## config.mk

```make
export PLATFORM = sky130hd
export DESIGN_NAME = muldiv_seq
export DESIGN_NICKNAME = d
export VERILOG_FILES = /design/src/rtl/mips_pkg.sv /design/src/rtl/md_step.sv /design/src/rtl/muldiv_seq.sv
export SDC_FILE = /design/constraint.sdc
export NUM_CORES = 1
export LEC_CHECK = 0
export ABC_AREA = 1
export CAP_MARGIN = 20
export CORE_ASPECT_RATIO = 2
export CORE_MARGIN = 2
export CORE_UTILIZATION = 35
export DETAILED_ROUTE_END_ITERATION = 7
export MAX_ROUTING_LAYER = met4
export PLACE_DENSITY = 0.54
export SLEW_MARGIN = 30
export SYNTH_ARGS = -nofsm -noshare
export SYNTH_HDL_FRONTEND = slang
export SYNTH_SLANG_ARGS = --single-unit
```

## constraint.sdc

```tcl
create_clock -name clk -period 3.5 [get_ports clk]
set_input_delay 0.525 -clock clk [delete_from_list [all_inputs] [get_ports clk]]
set_output_delay 0.525 -clock clk [all_outputs]
set_load 0.05 [all_outputs]
```

## src/rtl/mips_pkg.sv

```systemverilog
// mips_pkg: shared encodings for the HI/LO multiply/divide sequencer.
package mips_pkg;

    typedef enum logic [1:0] {
        MD_MULT  = 2'b00,
        MD_MULTU = 2'b01,
        MD_DIV   = 2'b10,
        MD_DIVU  = 2'b11
    } md_op_t;

    typedef enum logic [1:0] {
        IDLE = 2'b00,
        RUN  = 2'b01,
        FIX  = 2'b10
    } md_state_t;

    // Quotient reported for divide by zero; sliced down to the operand width.
    localparam logic [63:0] DIV0_QUOT = '1;

endpackage

```

## src/rtl/md_step.sv

```systemverilog
// md_step: one radix-2 iteration, either shift-add multiply or restoring divide.
module md_step #(
    parameter int WIDTH = 32
) (
    input  logic [2*WIDTH-1:0] i_acc,
    input  logic [WIDTH-1:0]   i_operand,
    input  logic               i_is_div,
    output logic [2*WIDTH-1:0] o_acc
);

    logic [WIDTH:0]   w_sum;
    logic [WIDTH:0]   w_trial;
    logic [WIDTH-1:0] w_diff;
    logic             w_fits;

    always_comb begin
        w_sum   = {1'b0, i_acc[2*WIDTH-1:WIDTH]} + (i_acc[0] ? {1'b0, i_operand} : '0);
        w_trial = i_acc[2*WIDTH-1:WIDTH-1];
        // The true difference is below the divisor when it fits, so the low bits suffice.
        w_diff  = w_trial[WIDTH-1:0] - i_operand;
        w_fits  = w_trial >= {1'b0, i_operand};
        o_acc   = !i_is_div ? {w_sum, i_acc[WIDTH-1:1]} :
                  w_fits    ? {w_diff, i_acc[WIDTH-2:0], 1'b1} :
                              {i_acc[2*WIDTH-2:0], 1'b0};
    end

endmodule

```

## src/rtl/muldiv_seq.sv

```systemverilog
// muldiv_seq: multi-cycle mult/multu/div/divu sequencer owning HI/LO,
// with the stall that holds dependent HI/LO accesses until the result lands.
module muldiv_seq
    import mips_pkg::*;
#(
    parameter  int WIDTH = 32,
    localparam int CNT_W = $clog2(WIDTH) + 1
) (
    input  logic             clk,
    input  logic             rst_n,
    input  logic             StartE,
    input  logic [1:0]       MDOpE,
    input  logic [WIDTH-1:0] SrcAE,
    input  logic [WIDTH-1:0] SrcBE,
    input  logic             HiWriteE,
    input  logic             LoWriteE,
    input  logic             HiLoReadD,
    input  logic             AbortE,
    output logic             Busy,
    output logic             StallMD,
    output logic             DivZero,
    output logic [WIDTH-1:0] HI,
    output logic [WIDTH-1:0] LO
);

    md_state_t          r_state, w_next;
    md_op_t             r_op;
    logic [2*WIDTH-1:0] r_acc, w_step, w_prod;
    logic [WIDTH-1:0]   r_opnd, r_dividend, r_hi, r_lo;
    logic [WIDTH-1:0]   w_mag_a, w_mag_b, w_quo, w_rem, w_res_hi, w_res_lo;
    logic [CNT_W-1:0]   r_cnt;
    logic               r_neg_a, r_neg_b;
    logic               w_in_signed, w_neg_a, w_neg_b, w_accept, w_is_div, w_div0, w_fix;

    md_step #(.WIDTH(WIDTH)) u_step (
        .i_acc    (r_acc),
        .i_operand(r_opnd),
        .i_is_div (w_is_div),
        .o_acc    (w_step)
    );

    always_comb begin
        w_in_signed = MDOpE == MD_MULT || MDOpE == MD_DIV;
        w_neg_a     = w_in_signed & SrcAE[WIDTH-1];
        w_neg_b     = w_in_signed & SrcBE[WIDTH-1];
        w_mag_a     = w_neg_a ? -SrcAE : SrcAE;
        w_mag_b     = w_neg_b ? -SrcBE : SrcBE;
        w_accept    = r_state == IDLE && StartE && !AbortE;
        w_is_div    = r_op == MD_DIV || r_op == MD_DIVU;
        w_div0      = r_opnd == '0;
        w_fix       = r_state == FIX && !AbortE;
        // Sign flags are only ever set for signed ops, so unsigned results pass through.
        w_prod      = (r_neg_a ^ r_neg_b) ? -r_acc : r_acc;
        w_quo       = (r_neg_a ^ r_neg_b) ? -r_acc[WIDTH-1:0] : r_acc[WIDTH-1:0];
        w_rem       = r_neg_a ? -r_acc[2*WIDTH-1:WIDTH] : r_acc[2*WIDTH-1:WIDTH];
        w_res_hi    = !w_is_div ? w_prod[2*WIDTH-1:WIDTH] : w_div0 ? r_dividend : w_rem;
        w_res_lo    = !w_is_div ? w_prod[WIDTH-1:0] : w_div0 ? DIV0_QUOT[WIDTH-1:0] : w_quo;
    end

    always_comb begin
        w_next = r_state;
        unique case (r_state)
            IDLE:    w_next = w_accept ? RUN : IDLE;
            RUN:     w_next = AbortE ? IDLE : (r_cnt == CNT_W'(1) ? FIX : RUN);
            FIX:     w_next = IDLE;
            default: w_next = IDLE;
        endcase
    end

    always_ff @(posedge clk or negedge rst_n) begin
        if (!rst_n) r_state <= IDLE;
        else        r_state <= w_next;
    end

    always_ff @(posedge clk or negedge rst_n) begin
        if (!rst_n) begin
            r_op       <= MD_MULT;
            r_acc      <= '0;
            r_opnd     <= '0;
            r_dividend <= '0;
            r_neg_a    <= 1'b0;
            r_neg_b    <= 1'b0;
            r_cnt      <= '0;
        end else if (w_accept) begin
            r_op       <= md_op_t'(MDOpE);
            r_acc      <= {{WIDTH{1'b0}}, w_mag_a};
            r_opnd     <= w_mag_b;
            r_dividend <= SrcAE;
            r_neg_a    <= w_neg_a;
            r_neg_b    <= w_neg_b;
            r_cnt      <= CNT_W'(WIDTH);
        end else if (r_state == RUN) begin
            r_acc      <= w_step;
            r_cnt      <= r_cnt - CNT_W'(1);
        end
    end

    always_ff @(posedge clk or negedge rst_n) begin
        if (!rst_n) begin
            r_hi <= '0;
            r_lo <= '0;
        end else if (w_fix) begin
            r_hi <= w_res_hi;
            r_lo <= w_res_lo;
        end else if (r_state == IDLE) begin
            if (HiWriteE) r_hi <= SrcAE;
            if (LoWriteE) r_lo <= SrcAE;
        end
    end

    assign Busy    = r_state != IDLE;
    assign StallMD = Busy & (StartE | HiLoReadD | HiWriteE | LoWriteE);
    assign DivZero = w_fix & w_is_div & w_div0;
    assign HI      = r_hi;
    assign LO      = r_lo;

endmodule

```

==> impl_metrics.env <==
export IMPL_final_layout_size_suffix_gt1_share_pct=5.30
export IMPL_path_buf_inv=4
export IMPL_ff2ff_path_depth=15
export IMPL_clkPwrFrac_pct=14.2
export IMPL_whs_ns=-0.0279
export IMPL_initial_core_util_pct=35.4
export IMPL_cp_top_family="simple AND/OR/NAND/NOR gates"
export IMPL_rrSetupSlack_ns=0.44
export IMPL_syn_to_final_growth_pct=17.4
export IMPL_clkTransAtPathRegs_ns=0.07
export IMPL_clockBufferDepth=3
export IMPL_post_route_period_util_pct=95.2
export IMPL_gr_usage_all_layers_pct=33.4
export IMPL_cpMaxStageDelayCell="dfrtp_1"
export IMPL_p_int_mw=8.25
export IMPL_cts_sinks=203
export IMPL_power_density_nw_per_um2=795
export IMPL_worst_pin_slew_ns=1.01
export IMPL_timing_setup_tns_ns=0
export IMPL_h_tree_depth=1
export IMPL_end_kind="output port"
export IMPL_final_fill_count=6226
export IMPL_pin_count=140
export IMPL_hp_class="input pin to asynchronous set/reset pin"
export IMPL_worstPathRequired_ns=2.97
export IMPL_switchingPower_mw=10.0
export IMPL_die_h_um=338
export IMPL_fin_skew_ns=0.0245
export IMPL_swShare_pct=54.8
export IMPL_drtIter0Drc=1429
export IMPL_yosys_register_bits=203
export IMPL_cp_common_cell="inv_1"
export IMPL_instances_no_fill=4217
export IMPL_numCtsBuffers=23
export IMPL_rows=122
export IMPL_dieArea_sq_um=57900
export IMPL_grt_setup_unrepaired="no"
export IMPL_cts_root_buffer="clkbuf_16"
export IMPL_die_w_um=171
export IMPL_crit_chain="inv_1 > nand4_1 > nor2_1 > nand3_1 > nor2_2 > buf_4 > nand3_4 > inv_1 > buf_12"
export IMPL_timing_rr_start="r_acc[0]"
export IMPL_relSlewSlack_pct=32.1
export IMPL_place_congestion=1.06
export IMPL_fmax_ghz=0.300
export IMPL_worstSetupStartpointType="flop"
export IMPL_placed_cell_area_sq_um=22200
export IMPL_vdd_drop_max_uv=392
export IMPL_setup_viol=0
export IMPL_outcome="finished with violations"
export IMPL_critPathMaxFanout=18
export IMPL_finalWirelength_mm=93.5
export IMPL_overflow=0
export IMPL_grt_pass1_vias=22726
export IMPL_hold_buffers=0
export IMPL_p_seq_share_pct=21.0
export IMPL_grt_max_degree=90
export IMPL_clk_latency_ns=0.58
export IMPL_drc=0
export IMPL_critPathKind="flop to output port"
export IMPL_ys_types=55
export IMPL_most_common_layout_cells="nand2_1, inv_1, nand3_1"
export IMPL_pwr_share_comb_pct=64.7
export IMPL_cts_setup_buffers=0
export IMPL_syn_avg_cell_area_sq_um=5.87
export IMPL_violations="negative hold slack"
export IMPL_slew_viol_final=0
export IMPL_vias_per_cell=5.36
export IMPL_yosysSeqAreaShare_pct=26.0
export IMPL_startpoint="r_opnd[19]"
export IMPL_vias=22594
export IMPL_cap_violations=0
export IMPL_cts_tree="done"
export IMPL_crit_arrival_ns=2.81
export IMPL_place_inst=4178
export IMPL_hold_viol_final=4
export IMPL_path_depth=9
export IMPL_grt_first_pass_wirelength_mm=138
export IMPL_leakage_nw=11.6
export IMPL_nets=3604
export IMPL_final_area_sq_um=23000
export IMPL_final_common_cell="nand2_1"
export IMPL_slowest_delay_ns=0.39
export IMPL_port_buffers=139
export IMPL_core_sq_um=55300
export IMPL_syn_cell_area_sq_um=19600
export IMPL_syn_num_nets=3475
export IMPL_antenna_found_initial=6
export IMPL_post_cts_resized=0
export IMPL_crit_end="DivZero"
export IMPL_min_period_ns=3.33
export IMPL_synth_warnings=0
export IMPL_dp_hpwl_mm=75.5
export IMPL_ant_nets=0
export IMPL_drtPass1Iterations=6
export IMPL_r2r_end="r_acc[61]"
export IMPL_wl_per_cell_um=22.2
export IMPL_netlist_instances=3330
==> power groups by stage <==
stage | Combinational, mW | Sequential (mW) | Clock [mW]
after global routing | 13.0 | 3.93 | 2.71
after CTS | 11.7 | 3.82 | 2.64
after detailed placement | 11.6 | 3.86 | 0
final | 11.8 | 3.84 | 2.60
after floorplan | 7.06 | 4.16 | 0
after global placement | 11.6 | 3.85 | 0
==> cells by family (layout without fill, tap and decap cells) <==
kind of cell             count (synthesis)  count (layout)  share of synthesized area (%)
other                                    0               4                              0
AND/OR/NAND/NOR                       1905            1905                           41.3
flip-flops                             203             203                           26.0
XOR/XNOR                                47              47                           2.10
buffers and inverters                  609             748                           12.1
adder cells (fa/ha/maj)                 72              72                           4.68
AO/OA/AOI/OAI                          494             494                           13.9
==> registers in the layout, summed over array words and instances (netlist names) <==
signal and cells:
HI 32, LO 32, r_acc 64, r_cnt 6, r_dividend 32, r_neg_a 1, r_neg_b 1, r_op 1
r_opnd 32, r_state 2
==> metal layers <==
metal | wire [um] | global-route usage, % | up-vias
met5 | 0 | - | -
met4 | 11500 | 32.6 | 0
met3 | 4600 | 4.95 | 416
met2 | 47900 | 58.5 | 850
met1 | 29600 | 29.6 | 10331
li1 | - | - | 10997
==> layout make-up <==
class	count	area, sq um	area share (%)
repair buffers	226	2210	9.62
clock inverters	7	116	0.507
inverters	487	1830	7.96
diodes	4	10.0	0.0436
multi-input cells	2518	12200	53.0
well taps	744	931	4.05
clock buffers	28	624	2.72
flip-flops and latches	203	5080	22.1
==> Yosys cell counts (all sizes together) <==
| cell type | instances | share of area (%) |
|---|---|---|
| a211oi | 1 | 0.038 |
| a21boi | 1 | 0.038 |
| a21o | 3 | 0.12 |
| a21oi | 168 | 4.3 |
| a221oi | 3 | 0.13 |
| a22oi | 2 | 0.077 |
| a31oi | 18 | 0.58 |
| a32oi | 2 | 0.090 |
| a41oi | 8 | 0.36 |
| and2 | 7 | 0.22 |
| buf | 55 | 1.5 |
| clkbuf | 67 | 1.3 |
| clkinv | 2 | 0.038 |
| dfrtp | 203 | 26 |
| fa | 2 | 0.20 |
| ha | 70 | 4.5 |
| inv | 485 | 9.3 |
| nand2 | 1044 | 20 |
| nand3 | 366 | 9.5 |
| nand3b | 17 | 0.65 |
| nand4 | 57 | 1.8 |
| nor2 | 353 | 7.1 |
| nor3 | 36 | 0.97 |
| nor3b | 1 | 0.038 |
| nor4 | 12 | 0.38 |
| o2111ai | 7 | 0.31 |
| o211ai | 16 | 0.61 |
| o21a | 2 | 0.077 |
| o21ai | 228 | 5.9 |
| o21bai | 11 | 0.42 |
| o221ai | 1 | 0.045 |
| o22a | 1 | 0.045 |
| o22ai | 13 | 0.42 |
| o31ai | 7 | 0.27 |
| o41ai | 2 | 0.090 |
| or2 | 12 | 0.38 |
| xnor2 | 12 | 0.54 |
| xor2 | 35 | 1.6 |
==> how the worst min path moves through the flow <==
stage                        start             end  slack [ns]  depth (start not counted)
detailed placement  r_dividend[17]  r_dividend[17]        0.47                          2
floorplan                    rst_n           HI[0]        0.23                          0
CTS                          rst_n   r_dividend[2]        0.04                          1
global route                 rst_n       r_acc[32]        0.03                          1
global placement    r_dividend[17]  r_dividend[17]        0.47                          2
finish                       rst_n       r_acc[32]       -0.03                          1
==> stage by stage <==
stage | total power [mW] | utilization (%) | hold slack [ns] | setup slack, ns
2_1_floorplan | 11.2 | - | 0.229 | 0.876
3_3_place_gp | 15.5 | 40.2 | 0.470 | 0.462
3_5_place_dp | 15.5 | 40.2 | 0.466 | 0.476
4_1_cts | 18.1 | 41.5 | 0.0361 | 0.175
5_1_grt | 19.7 | 41.6 | 0.0329 | 0.157
6_report | 18.3 | 41.6 | -0.0279 | 0.167
Power figures use the tool's default switching activity.
